===== src/rtl/serial_capture_sequencer_if.sv =====
// Handshake and data bundle between the pad wrapper (master) and the
// capture/playback sequencer (slave).
interface serial_capture_sequencer_if;
    logic       start;
    logic       abort;
    logic       ser_in;
    logic [7:0] offset;
    logic       busy;
    logic       out_valid;
    logic [7:0] out_byte;
    logic       done;

    modport master (
        output start, abort, ser_in, offset,
        input  busy, out_valid, out_byte, done
    );

    modport slave (
        input  start, abort, ser_in, offset,
        output busy, out_valid, out_byte, done
    );
endinterface


===== src/rtl/serial_capture_sequencer.sv =====
// Tick-paced sequencer: shifts 64 serial bits into a capture buffer, then
// plays the 8 captured bytes back (plus an offset) one per tick.
module serial_capture_sequencer #(
    parameter logic [23:0] TICK_DIV = 24'd10_000_000
) (
    input  logic                        clk,
    input  logic                        rst,
    serial_capture_sequencer_if.slave   bus
);

    typedef enum logic [1:0] {
        S_IDLE,
        S_CAPTURE,
        S_PLAY,
        S_DONE
    } state_e;

    state_e      state_q,     state_d;
    logic [23:0] cnt_q,       cnt_d;
    logic [5:0]  bit_cnt_q,   bit_cnt_d;
    logic [2:0]  byte_idx_q,  byte_idx_d;
    logic [63:0] cap_buf_q,   cap_buf_d;
    logic        busy_q,      busy_d;
    logic        out_valid_q, out_valid_d;
    logic [7:0]  out_byte_q,  out_byte_d;
    logic        done_q,      done_d;

    // Tick is only acted on in CAPTURE and PLAY; the counter idles at 0 elsewhere.
    logic tick;
    assign tick = (cnt_q == (TICK_DIV - 24'd1));

    // Next-state, datapath and registered-output computation.
    always_comb begin
        // NOTE: every signal gets a default before any branch, so no path can leave one unassigned and infer a latch.
        state_d     = state_q;
        cnt_d       = cnt_q;
        bit_cnt_d   = bit_cnt_q;
        byte_idx_d  = byte_idx_q;
        cap_buf_d   = cap_buf_q;
        out_valid_d = 1'b0;
        out_byte_d  = out_byte_q;

        if (bus.abort) begin
            // Abort beats start and any pending tick; buffer and last byte are kept.
            state_d = S_IDLE;
            cnt_d   = '0;
        end else begin
            case (state_q)
                S_IDLE, S_DONE: begin
                    cnt_d = '0;
                    if (bus.start) begin
                        state_d   = S_CAPTURE;
                        bit_cnt_d = '0;
                    end
                end
                S_CAPTURE: begin
                    cnt_d = tick ? '0 : cnt_q + 24'd1;
                    if (tick) begin
                        // Right shift: the first sampled bit lands in bit 0 after 64 ticks.
                        cap_buf_d = {bus.ser_in, cap_buf_q[63:1]};
                        bit_cnt_d = bit_cnt_q + 6'd1;
                        if (bit_cnt_q == 6'd63) begin
                            state_d    = S_PLAY;
                            byte_idx_d = '0;
                        end
                    end
                end
                S_PLAY: begin
                    cnt_d = tick ? '0 : cnt_q + 24'd1;
                    if (tick) begin
                        // Offset is taken live at each playback tick; carry is dropped.
                        out_byte_d  = cap_buf_q[{byte_idx_q, 3'b000} +: 8] + bus.offset;
                        out_valid_d = 1'b1;
                        byte_idx_d  = byte_idx_q + 3'd1;
                        if (byte_idx_q == 3'd7) begin
                            state_d = S_DONE;
                        end
                    end
                end
                default: begin
                    state_d = S_IDLE;
                    cnt_d   = '0;
                end
            endcase
        end

        busy_d = (state_d == S_CAPTURE) || (state_d == S_PLAY);
        done_d = (state_d == S_DONE);
    end

    // State and output registers with synchronous reset.
    always_ff @(posedge clk) begin
        // NOTE: sequential state uses non-blocking assignments so every flop samples pre-edge values.
        if (rst) begin
            state_q     <= S_IDLE;
            cnt_q       <= '0;
            bit_cnt_q   <= '0;
            byte_idx_q  <= '0;
            // NOTE: the capture buffer is plain flops, not a RAM, so it can take a reset value.
            cap_buf_q   <= '0;
            busy_q      <= 1'b0;
            out_valid_q <= 1'b0;
            out_byte_q  <= '0;
            done_q      <= 1'b0;
        end else begin
            state_q     <= state_d;
            cnt_q       <= cnt_d;
            bit_cnt_q   <= bit_cnt_d;
            byte_idx_q  <= byte_idx_d;
            cap_buf_q   <= cap_buf_d;
            busy_q      <= busy_d;
            out_valid_q <= out_valid_d;
            out_byte_q  <= out_byte_d;
            done_q      <= done_d;
        end
    end

    assign bus.busy      = busy_q;
    assign bus.out_valid = out_valid_q;
    assign bus.out_byte  = out_byte_q;
    assign bus.done      = done_q;

endmodule


===== src/flat_wrapper.sv =====
// flat-port wrapper written by rule: the top's interface ports become plain ports
module serial_capture_sequencer_flat 
#(
    parameter logic [23:0] TICK_DIV = 24'd10_000_000
)
  (clk, rst, bus_start, bus_abort, bus_ser_in, bus_offset, bus_busy, bus_out_valid, bus_out_byte, bus_done);
  serial_capture_sequencer_if bus_i ();
  input  logic clk;
  input  logic rst;
  input wire logic [$bits(bus_i.start)-1:0] bus_start;
  input wire logic [$bits(bus_i.abort)-1:0] bus_abort;
  input wire logic [$bits(bus_i.ser_in)-1:0] bus_ser_in;
  input wire logic [$bits(bus_i.offset)-1:0] bus_offset;
  output wire logic [$bits(bus_i.busy)-1:0] bus_busy;
  output wire logic [$bits(bus_i.out_valid)-1:0] bus_out_valid;
  output wire logic [$bits(bus_i.out_byte)-1:0] bus_out_byte;
  output wire logic [$bits(bus_i.done)-1:0] bus_done;
  assign bus_i.start = bus_start;
  assign bus_i.abort = bus_abort;
  assign bus_i.ser_in = bus_ser_in;
  assign bus_i.offset = bus_offset;
  assign bus_busy = bus_i.busy;
  assign bus_out_valid = bus_i.out_valid;
  assign bus_out_byte = bus_i.out_byte;
  assign bus_done = bus_i.done;
  serial_capture_sequencer #(.TICK_DIV(TICK_DIV)) u_core (.clk(clk), .rst(rst), .bus(bus_i));
endmodule

===== config.mk =====
export PLATFORM = sky130hd
export DESIGN_NAME = serial_capture_sequencer_flat
export DESIGN_NICKNAME = d
export VERILOG_FILES = /design/src/rtl/serial_capture_sequencer_if.sv /design/src/rtl/serial_capture_sequencer.sv /design/src/flat_wrapper.sv
export SDC_FILE = /design/constraint.sdc
export NUM_CORES = 1
export LEC_CHECK = 0
export CAP_MARGIN = 20
export CORE_AREA = 2 2 130 106
export CTS_CLUSTER_DIAMETER = 120
export CTS_CLUSTER_SIZE = 25
export DETAILED_ROUTE_END_ITERATION = 8
export DIE_AREA = 0 0 132 108
export PLACE_DENSITY = 0.61
export SLEW_MARGIN = 30
export SYNTH_ARGS = -nofsm -noshare
export SYNTH_HDL_FRONTEND = slang
export SYNTH_SLANG_ARGS = --single-unit
export TNS_END_PERCENT = 50

===== constraint.sdc =====
create_clock -name clk -period 3.23 [get_ports clk]
set_input_delay 0.8075 -clock clk [delete_from_list [all_inputs] [get_ports clk]]
set_output_delay 0.8075 -clock clk [all_outputs]
set_load 0.01 [all_outputs]

==> results of run 1 <==
## path summary, 6_finish.rpt
path / startpoint / end / slack, ns / depth (start not counted)
max: u_core.byte_idx_q[0] / u_core.bus.out_byte[7] / 0.28 / 9
min: u_core.cnt_q[0] / u_core.cnt_q[0] / 0.46 / 1
max reg2reg: u_core.byte_idx_q[0] / u_core.bus.out_byte[7] / 0.28 / 9
min reg2reg: u_core.cnt_q[0] / u_core.cnt_q[0] / 0.46 / 1
## cells by family after synthesis
logic type                 Yosys count  synth area share
and+or+nand+nor                    268             0.245
DFF                                110             0.422
AOI/OAI and AO/OA                  103             0.111
buffers and inverters               52            0.0415
muxes                               29            0.0958
xor gates and xnor gates            27            0.0454
adders and majority gates           16            0.0398
## Yosys cell counts (3+ instances only)
cell / count / area, um^2
or4_1: 6 / 45.0
inv_1: 13 / 48.8
mux4_2: 16 / 360
and2_1: 4 / 25.0
buf_2: 13 / 65.1
nor2b_1: 6 / 37.5
dfxtp_1: 110 / 2200
a21oi_1: 78 / 390
xnor2_1: 20 / 175
nand2b_1: 5 / 31.3
ha_1: 15 / 188
nor4_1: 9 / 56.3
nand3_1: 19 / 95.1
mux2i_1: 6 / 60.1
o21ai_0: 4 / 20.0
and4_1: 6 / 52.6
and3_1: 5 / 31.3
nand4_1: 8 / 50.1
mux2_2: 7 / 78.8
nor3_1: 6 / 30.0
clkbuf_1: 22 / 82.6
nor2_1: 42 / 158
xor2_1: 7 / 61.3
nand2_1: 139 / 522
a21o_1: 3 / 22.5
o21a_1: 3 / 22.5
o31ai_1: 6 / 45.0
## routing by layer
layer  vias to the layer above  routed length (um)  global-route usage
met3                         5                 604              0.0408
li1                       2102                   -                   -
met1                      1936                5870               0.236
met4                         0                  77              0.0326
met5                         -                   0                   0
met2                        87                4980               0.251
## power breakdown
part / leakage [nW] / internal (mW) / switching (mW)
registers: 0.886 / 1.36 / 0.00286
clock network: 0.164 / 0.762 / 0.487
logic: 0.844 / 0.0348 / 0.0541
total: 1.89 / 2.16 / 0.544
## metrics by stage
step	utilization	cells	hold slack, ns
2_1_floorplan	-	605	0.426
3_3_place_gp	0.435	772	0.438
3_5_place_dp	0.435	772	0.450
4_1_cts	0.461	788	0.464
5_1_grt	0.461	788	0.490
6_report	0.461	788	0.459
## cell usage in the layout, fill, tap and decap left out, types with 3 or more instances in the layout
cell and n:
nand2_1 139, dfxtp_1 110, a21oi_1 78, nor2_1 42, clkdlybuf4s50_1 22, xnor2_1 20, nand3_1 19, mux4_2 16
ha_1 15, inv_1 13, nor4_1 9, clkbuf_16 9, nand4_1 8, mux2_2 7, xor2_1 7, mux2i_1 6
or4_1 6, nor3_1 6, nor2b_1 6, o31ai_1 6, buf_4 6, and3_1 5, nand2b_1 5, and4_1 5
o21ai_0 4, and2_1 4, a21o_1 3, o21a_1 3, bufinv_16 3
## cell type report
type	count	area share
Inverter	13	0.00825
Sequential cell	110	0.372
Clock buffer	11	0.0393
Timing Repair Buffer	31	0.0524
Multi-Input combinational cell	443	0.473
Clock inverter	5	0.0182
Tap cell	175	0.0370
## registers in the layout, summed over array words and instances (netlist names)
signal and flops:
u_core.cap_buf_q 64, u_core.bus.out_valid 1, u_core.cnt_q 24, u_core.bit_cnt_q 6, u_core.state_q 2, u_core.byte_idx_q 3
u_core.bus.busy 1, u_core.bus.done 1, u_core.bus.out_byte 8
==> flow_metrics.env, run 1 <==
export IMPL_status="finished clean"
export IMPL_cp_top_family="multiplexers"
export IMPL_place_ws_ns=0.282
export IMPL_synth_area_um2=5210
export IMPL_critical_path_arrival_ns=3.20
export IMPL_synth_edf_count=0
export IMPL_drt_antenna_violating_nets=0
export IMPL_dieArea_um2=14300
export IMPL_clockRootBuffer="clkbuf_16"
export IMPL_htree_levels=3
export IMPL_clk_latency_ns=0.35
export IMPL_vdd_ir_drop_max_mv=0.249
export IMPL_fill_cells=1225
export IMPL_cts_buffer_depth=2
export IMPL_grt_overflow=0
export IMPL_synth_seq_area_share=0.422
export IMPL_cts_hold_buf=0
export IMPL_hold_viol_final=0
export IMPL_place_gp_congestion=0.803
export IMPL_wl_per_cell_um=14.6
export IMPL_worst_clock_skew_ns=0.00708
export IMPL_clock_sinks=110
export IMPL_routed_wl_um=11500
export IMPL_postCtsSetupBuffers=0
export IMPL_startpoint_type="flop"
export IMPL_die_h_um=108
export IMPL_stdcell_area_um2=5920
export IMPL_fmax_ghz=0.339
export IMPL_drt_iter0_drc=323
export IMPL_firstDrtPassIters=7
export IMPL_dieWidth_um=132
export IMPL_grt_use_total=0.164
export IMPL_avgSynthCellArea_um2=8.62
export IMPL_start_util=0.407
export IMPL_yosys_warnings=0
export IMPL_cts_buffers=9
export IMPL_slowest_delay_ns=0.53
export IMPL_place_area_um2=5580
export IMPL_fin_crit_sh=0.914
export IMPL_diodes=0
export IMPL_slew_headroom=0.438
export IMPL_endpoint_kind="flop"
export IMPL_crit_buf_inv=1
export IMPL_fin_tns_setup_ns=0
export IMPL_setup_viol_count_final=0
export IMPL_drc=0
export IMPL_crit_path_top_delay_cell="mux4_2"
export IMPL_grt_max_degree=81
export IMPL_syn_to_final_growth_pct=13.5
export IMPL_portBuffers=23
export IMPL_post_dp_hpwl_um=8070
export IMPL_cts_tree="built"
export IMPL_nets=637
export IMPL_crit_chain="buf_4, mux4_2, mux2_2, ha_1, and3_1, a221oi_1, a21oi_1, xnor2_1, a211oi_1"
export IMPL_pin_count=24
export IMPL_maxCapViolations=0
export IMPL_worst_slack_ns=0.277
export IMPL_yosys_register_bits=110
export IMPL_synthArstFlopShare=0
export IMPL_power_mw=2.70
export IMPL_syn_inst=605
export IMPL_power_density_nw_per_um2=456
export IMPL_synthFlopType="dfxtp_1"
export IMPL_worstPathRequired_ns=3.48
export IMPL_via_per_inst=5.24
export IMPL_crit_fanout=14
export IMPL_hp_class="reg2reg"
export IMPL_grt_setup_unrepaired="false"
export IMPL_grt_pass1_wl_um=19000
export IMPL_yosys_cell_types_count=47
export IMPL_core_area_um2=12800
export IMPL_grt_pass1_vias=3694
export IMPL_final_max_slew_viol_count=0
export IMPL_synth_nets=634
export IMPL_worst_pin_slew_ns=0.843
export IMPL_worstSetupPathType="reg2reg"
export IMPL_antenna_found_initial=0
export IMPL_clk_pin_slew_ns=0.07
export IMPL_multi_input_area_um2=2800
export IMPL_ctsResizeCount=0
export IMPL_period_needed_ns=2.95
export IMPL_fp_row_count=37
export IMPL_leakage_nw=1.89
export IMPL_vias=4130
export IMPL_seq_area_um2=2200
export IMPL_layout_drive_gt1_share=0.0816
(Power assumes the default switching activity.)
==> run 2, diff against run 1 <==
Settings changed: SKIP_LAST_GASP set to 1.
==> results of run 2 <==
Final layout, timing and power as in run 1 (identical DEF).
==> run 3, diff against run 2 <==
Settings changed: SLEW_MARGIN 30 to 20.
==> results of run 3 <==
Final layout, timing and power as in run 1 (identical DEF).
==> RTL edit 1, RTL diff (config.mk and constraints of run 2) <==
`cap_buf_q` and `out_byte_q` no longer have a reset.
--- a/src/rtl/serial_capture_sequencer.sv
+++ b/src/rtl/serial_capture_sequencer.sv
@@ -99,6 +99,4 @@
             // NOTE: the capture buffer is plain flops, not a RAM, so it can take a reset value.
-            cap_buf_q   <= '0;
             busy_q      <= 1'b0;
             out_valid_q <= 1'b0;
-            out_byte_q  <= '0;
             done_q      <= 1'b0;
@@ -109,8 +107,11 @@
             byte_idx_q  <= byte_idx_d;
-            cap_buf_q   <= cap_buf_d;
             busy_q      <= busy_d;
             out_valid_q <= out_valid_d;
-            out_byte_q  <= out_byte_d;
             done_q      <= done_d;
         end
+    end
+
+    always_ff @(posedge clk) begin
+        cap_buf_q  <= cap_buf_d;
+        out_byte_q <= out_byte_d;
     end
Formal check against the unedited RTL: no difference found for any inputs over 10 cycles, from zero or initial values and one cycle with rst high; that may be too few to reach the edited logic, so the function may still have changed.
==> RTL edit 1 against run 2 <==
Sequential cell count unchanged; highest routed layer unchanged; critical endpoint is now u_core.bus.out_byte[6]$_DFFE_PP_; largest power group unchanged; routed wire length fell by 19%; total power fell by 1.2%; final area decreased by 4.7%; via count fell by 28%; area after synthesis down 6.5%; clock power down 13%; setup slack better by 0.026 ns.
==> RTL edit 1: results (changes against run 2) <==
[yosys]
synth_common_cells = edfxtp_1 (72), nor2_1 (43), dfxtp_1 (38), mux4_2 (16)
synth_area_leaders = edfxtp_1 (44%), dfxtp_1 (16%), mux4_2 (7.4%)
synth_edf_count = 72  ; +72
synthFlopType = edfxtp_1
synth_cell_type_count = 53  ; +13%
synth-xor-area-share = 0.0485  ; +0.00313
synth_fa_ha_area_frac = 0.0426  ; +0.00275
ys_seq_area_frac = 0.599  ; +0.177
synth_nets = 399  ; -37%
muxShareOfSynthArea = 0.0962  ; +0.000451
synth_compound_area_frac = 0.0462  ; -0.0645

[place]
place_hpwl_um = 6510  ; -19%
gp_congestion = 0.789  ; -1.8%

[cts]
cts_buffers = 9  ; unchanged
cts_resized = 0  ; unchanged
clk_pin_slew_ns = 0.07  ; about the same
clock_path_buffers = 2  ; unchanged

[setup_path]
slowest_stage = mux4_2
cp.arrival_ns = 3.14  ; -0.06 ns
cp_max_fo = 8  ; -6
rrSetupSlack_ns = 0.30  ; +0.03 ns
slowest_delay_ns = 0.49  ; -0.04 ns
crit_path_end = u_core.bus.out_byte[6]$_DFFE_PP_

[drt]
vias = 2971  ; -28%
drt_iter0_markers = 219  ; -32%
dr.pass1.iters = 4  ; -3
routed_wl_um = 9300  ; -19%
wl_met1_um = 4690  ; -20%
wl_met2_um = 4090  ; -18%
route.met3.wl_um = 449  ; -26%

[power_and_ir_drop]
comb_power_w = 0.0000929  ; +4.4%
p_sw_w = 0.000544  ; -0.15%
ir_drop_mv = 0.248  ; -0.68%
p_leak_nw = 1.80  ; -5.0%
share_seq_of_total_power = 0.558  ; +0.054

[final_layout]
largest_reg_flops = 64  ; unchanged
nNetsFinal = 430  ; -32%
drive_above_1_share = 0.133  ; +0.0514

[global_route]
grt_max_degree = 65  ; -20%
grt_pass1_vias = 2855  ; -23%
grt_pass1_wl_um = 14900  ; -21%
grt_usage = 0.138  ; -0.0258

[sta]
relSlewSlack = 0.449  ; +0.0110
fin_tns_setup_ns = 0  ; unchanged
finalClockSkew_ns = 0.00882  ; +0.00175 ns
whs_ns = 0.442  ; -0.0174 ns

[hold_path]
worstHoldPathCells = 0  ; -1

[outcome]
status = completed

[RTL edit 1: metrics by stage]
| step | util | total power [W] | area, um^2 | cells | setup slack, ns |
|---|---|---|---|---|---|
| floorplan | - | 0.00158 | 4880 | 370 | 0.284 |
| global placement | 0.417 | 0.00161 | 5350 | 565 | 0.252 |
| detailed placement | 0.417 | 0.00161 | 5350 | 565 | 0.209 |
| CTS | 0.440 | 0.00270 | 5640 | 581 | 0.118 |
| global route | 0.440 | 0.00277 | 5640 | 581 | 0.0849 |
| finish | 0.440 | 0.00267 | 5640 | 581 | 0.304 |
[RTL edit 1: area by class of cell]
class                   count  area [um^2]
fillers                  1167         7180
flip-flops and latches    110         2920
multi-input cells         234         1850
repair buffers             31          303
clock buffers               9          225
well taps                 175          219
clock inverters             7         65.1
inverters                  15         56.3
[RTL edit 1: worst min path at each step]
| stage | from | end |
|---|---|---|
| 3_5_place_dp | u_core.cap_buf_q[29]$_DFFE_PP_ | u_core.cap_buf_q[28]$_DFFE_PP_ |
| 6_report | u_core.cap_buf_q[55]$_DFFE_PP_ | u_core.cap_buf_q[54]$_DFFE_PP_ |
| 5_1_grt | u_core.cap_buf_q[29]$_DFFE_PP_ | u_core.cap_buf_q[28]$_DFFE_PP_ |
| 2_1_floorplan | u_core.cap_buf_q[16]$_DFFE_PP_ | u_core.cap_buf_q[15]$_DFFE_PP_ |
| 4_1_cts | u_core.cap_buf_q[29]$_DFFE_PP_ | u_core.cap_buf_q[28]$_DFFE_PP_ |
| 3_3_place_gp | u_core.cap_buf_q[51]$_DFFE_PP_ | u_core.cap_buf_q[50]$_DFFE_PP_ |
[RTL edit 1: per-layer routing]
layer,global-route usage,up-vias
met5,0,-
met3,0.0455,5
met4,0.0380,0
met2,0.204,59
met1,0.196,1457
li1,-,1450
==> RTL edit 2, RTL diff (settings of run 2) <==
Without the edit above. `TICK_DIV` is set to 24'd10_000_000 in 2 places; all go to 24'd7500000.
--- a/src/rtl/serial_capture_sequencer.sv
+++ b/src/rtl/serial_capture_sequencer.sv
@@ -3,3 +3,3 @@
 module serial_capture_sequencer #(
-    parameter logic [23:0] TICK_DIV = 24'd10_000_000
+    parameter logic [23:0] TICK_DIV = 24'd7500000
 ) (
--- a/src/flat_wrapper.sv
+++ b/src/flat_wrapper.sv
@@ -3,3 +3,3 @@
 #(
-    parameter logic [23:0] TICK_DIV = 24'd10_000_000
+    parameter logic [23:0] TICK_DIV = 24'd7500000
 )
Check against the original RTL: same outputs for any inputs over 10 cycles, from zero or initial values and one cycle with rst high; that may be too few to reach the edited logic, so the function may still have changed.
==> RTL edit 2 against run 2 <==
First-iteration DRC count down 13%; critical endpoint unchanged; global-route usage up 0.28 points; highest routed layer unchanged; routed wire length down 1.2%; final area down 0.97%; cell count up 0.51%; total power down 6.7%; setup slack worse by 0.092 ns; sequential cell count unchanged; worst hold slack worse by 0.0078 ns; non-clock buffer count up 3; synthesized cell count down 0.17%; area after synthesis down 1.2%; sequential share of layout area up 0.39 points.
==> RTL edit 2: results (changes against run 2) <==
[yosys]
synth_fa_ha_area_frac = 0.0403  ; +0.000474
synth_nets = 633  ; -0.16%
synth_area_leaders = dfxtp_1 (43%), nand2_1 (11%), mux4_2 (7.0%)
synth_common_cells = nand2_1 (145), dfxtp_1 (110), a21oi_1 (71), nor2_1 (36), clkbuf_1 (29)
muxShareOfSynthArea = 0.0947  ; -0.00105
synth_cell_type_count = 51  ; +8.5%
ys_seq_area_frac = 0.427  ; +0.00503
synth-xor-area-share = 0.0408  ; -0.00456

[place]
gp_congestion = 0.834  ; +3.7%
placed_area_mm2 = 0.00556  ; -0.22%

[final_layout]
clkbuf_count = 12  ; +1
n_all_inverters = 16  ; +3
multi_input_comb_cells = 441  ; -0.45%
nNetsFinal = 641  ; +0.63%
nFillCells = 1253  ; +2.3%
buffer_area_frac = 0.0568  ; +0.00436
clock_area_frac = 0.0502  ; -0.00734
multi_input_area_mm2 = 0.00275  ; -1.7%
sh_seq_area = 0.376  ; +0.00387
drive_above_1_share = 0.0875  ; +0.00595

[power_and_ir_drop]
ir_drop_mv = 0.289  ; +16%
intPower_w = 0.00198  ; -8.3%
combPwrFrac = 0.030  ; -0.003
p_leak_nw = 1.88  ; -0.54%
share_seq_of_total_power = 0.540  ; +0.036

[global_route]
grt_pass1_wl_um = 19200  ; +1.3%
met3_usage = 0.0511  ; +0.0103
grt_max_degree = 69  ; -15%
grt_pass1_vias = 3912  ; +5.9%
grt_usage = 0.167  ; +0.00280

[hold_path]
hold_end = u_core.bus.out_byte[3]$_SDFFE_PP0P_
worstHoldPathCells = 2  ; +1
hold_start = u_core.bus.out_byte[3]$_SDFFE_PP0P_

[setup_path]
cp_max_fo = 9  ; -5
rrSetupSlack_ns = 0.18  ; -0.09 ns
crit_family = compound AO/OA/AOI/OAI gates
cp.arrival_ns = 3.29  ; +0.09 ns

[drt]
wl_met2_um = 5070  ; +1.8%
route.met3.wl_um = 454  ; -25%
drt_iter0_markers = 282  ; -13%
wl_per_cell_um = 14.4  ; -1.7%
vias_per_cell = 5.28  ; +0.72%

[outcome]
status = completed

[cts]
clk_pin_slew_ns = 0.07  ; about the same

[sta]
finalClockSkew_ns = 0.0105  ; +0.00347 ns

[RTL edit 2: cell count changes after synthesis, moves of 4 or more]
cell	before	now
buf_2	13	1
a21oi_1	78	71
nor2_1	42	36
xnor2_1	20	16
clkbuf_1	22	29
a21boi_0	0	5
nand2_1	139	145
buf_1	2	6
[RTL edit 2: how the worst max path moves through the flow]
stage	from	endpoint	slack, ns	cells past startpoint
after detailed placement	u_core.byte_idx_q[0]$_SDFFE_PP0P_	u_core.bus.out_byte[7]$_SDFFE_PP0P_	0.07	9
after CTS	u_core.byte_idx_q[0]$_SDFFE_PP0P_	u_core.bus.out_byte[7]$_SDFFE_PP0P_	0.05	9
after floorplan	u_core.byte_idx_q[0]$_SDFFE_PP0P_	u_core.bus.out_byte[7]$_SDFFE_PP0P_	0.17	11
final	u_core.byte_idx_q[0]$_SDFFE_PP0P_	u_core.bus.out_byte[7]$_SDFFE_PP0P_	0.18	9
after global routing	u_core.byte_idx_q[0]$_SDFFE_PP0P_	u_core.bus.out_byte[7]$_SDFFE_PP0P_	0.06	9
after global placement	u_core.byte_idx_q[0]$_SDFFE_PP0P_	u_core.bus.out_byte[7]$_SDFFE_PP0P_	0.22	9
[RTL edit 2: per-stage QoR]
stage	setup slack (ns)	hold slack, ns	utilization	instances
6_report	0.185	0.451	0.457	792
5_1_grt	0.0627	0.477	0.457	792
4_1_cts	0.0523	0.454	0.457	792
3_5_place_dp	0.0727	0.444	0.434	776
3_3_place_gp	0.224	0.438	0.434	776
2_1_floorplan	0.171	0.429	-	604
[RTL edit 2: timing repair]
action                                 4_1_cts  5_1_grt
hold buffers                                 0        0
endpoints found under the hold margin        0        0
buffers inserted                             0        0
setup endpoints to repair                    0        2
resized for setup                            0        1
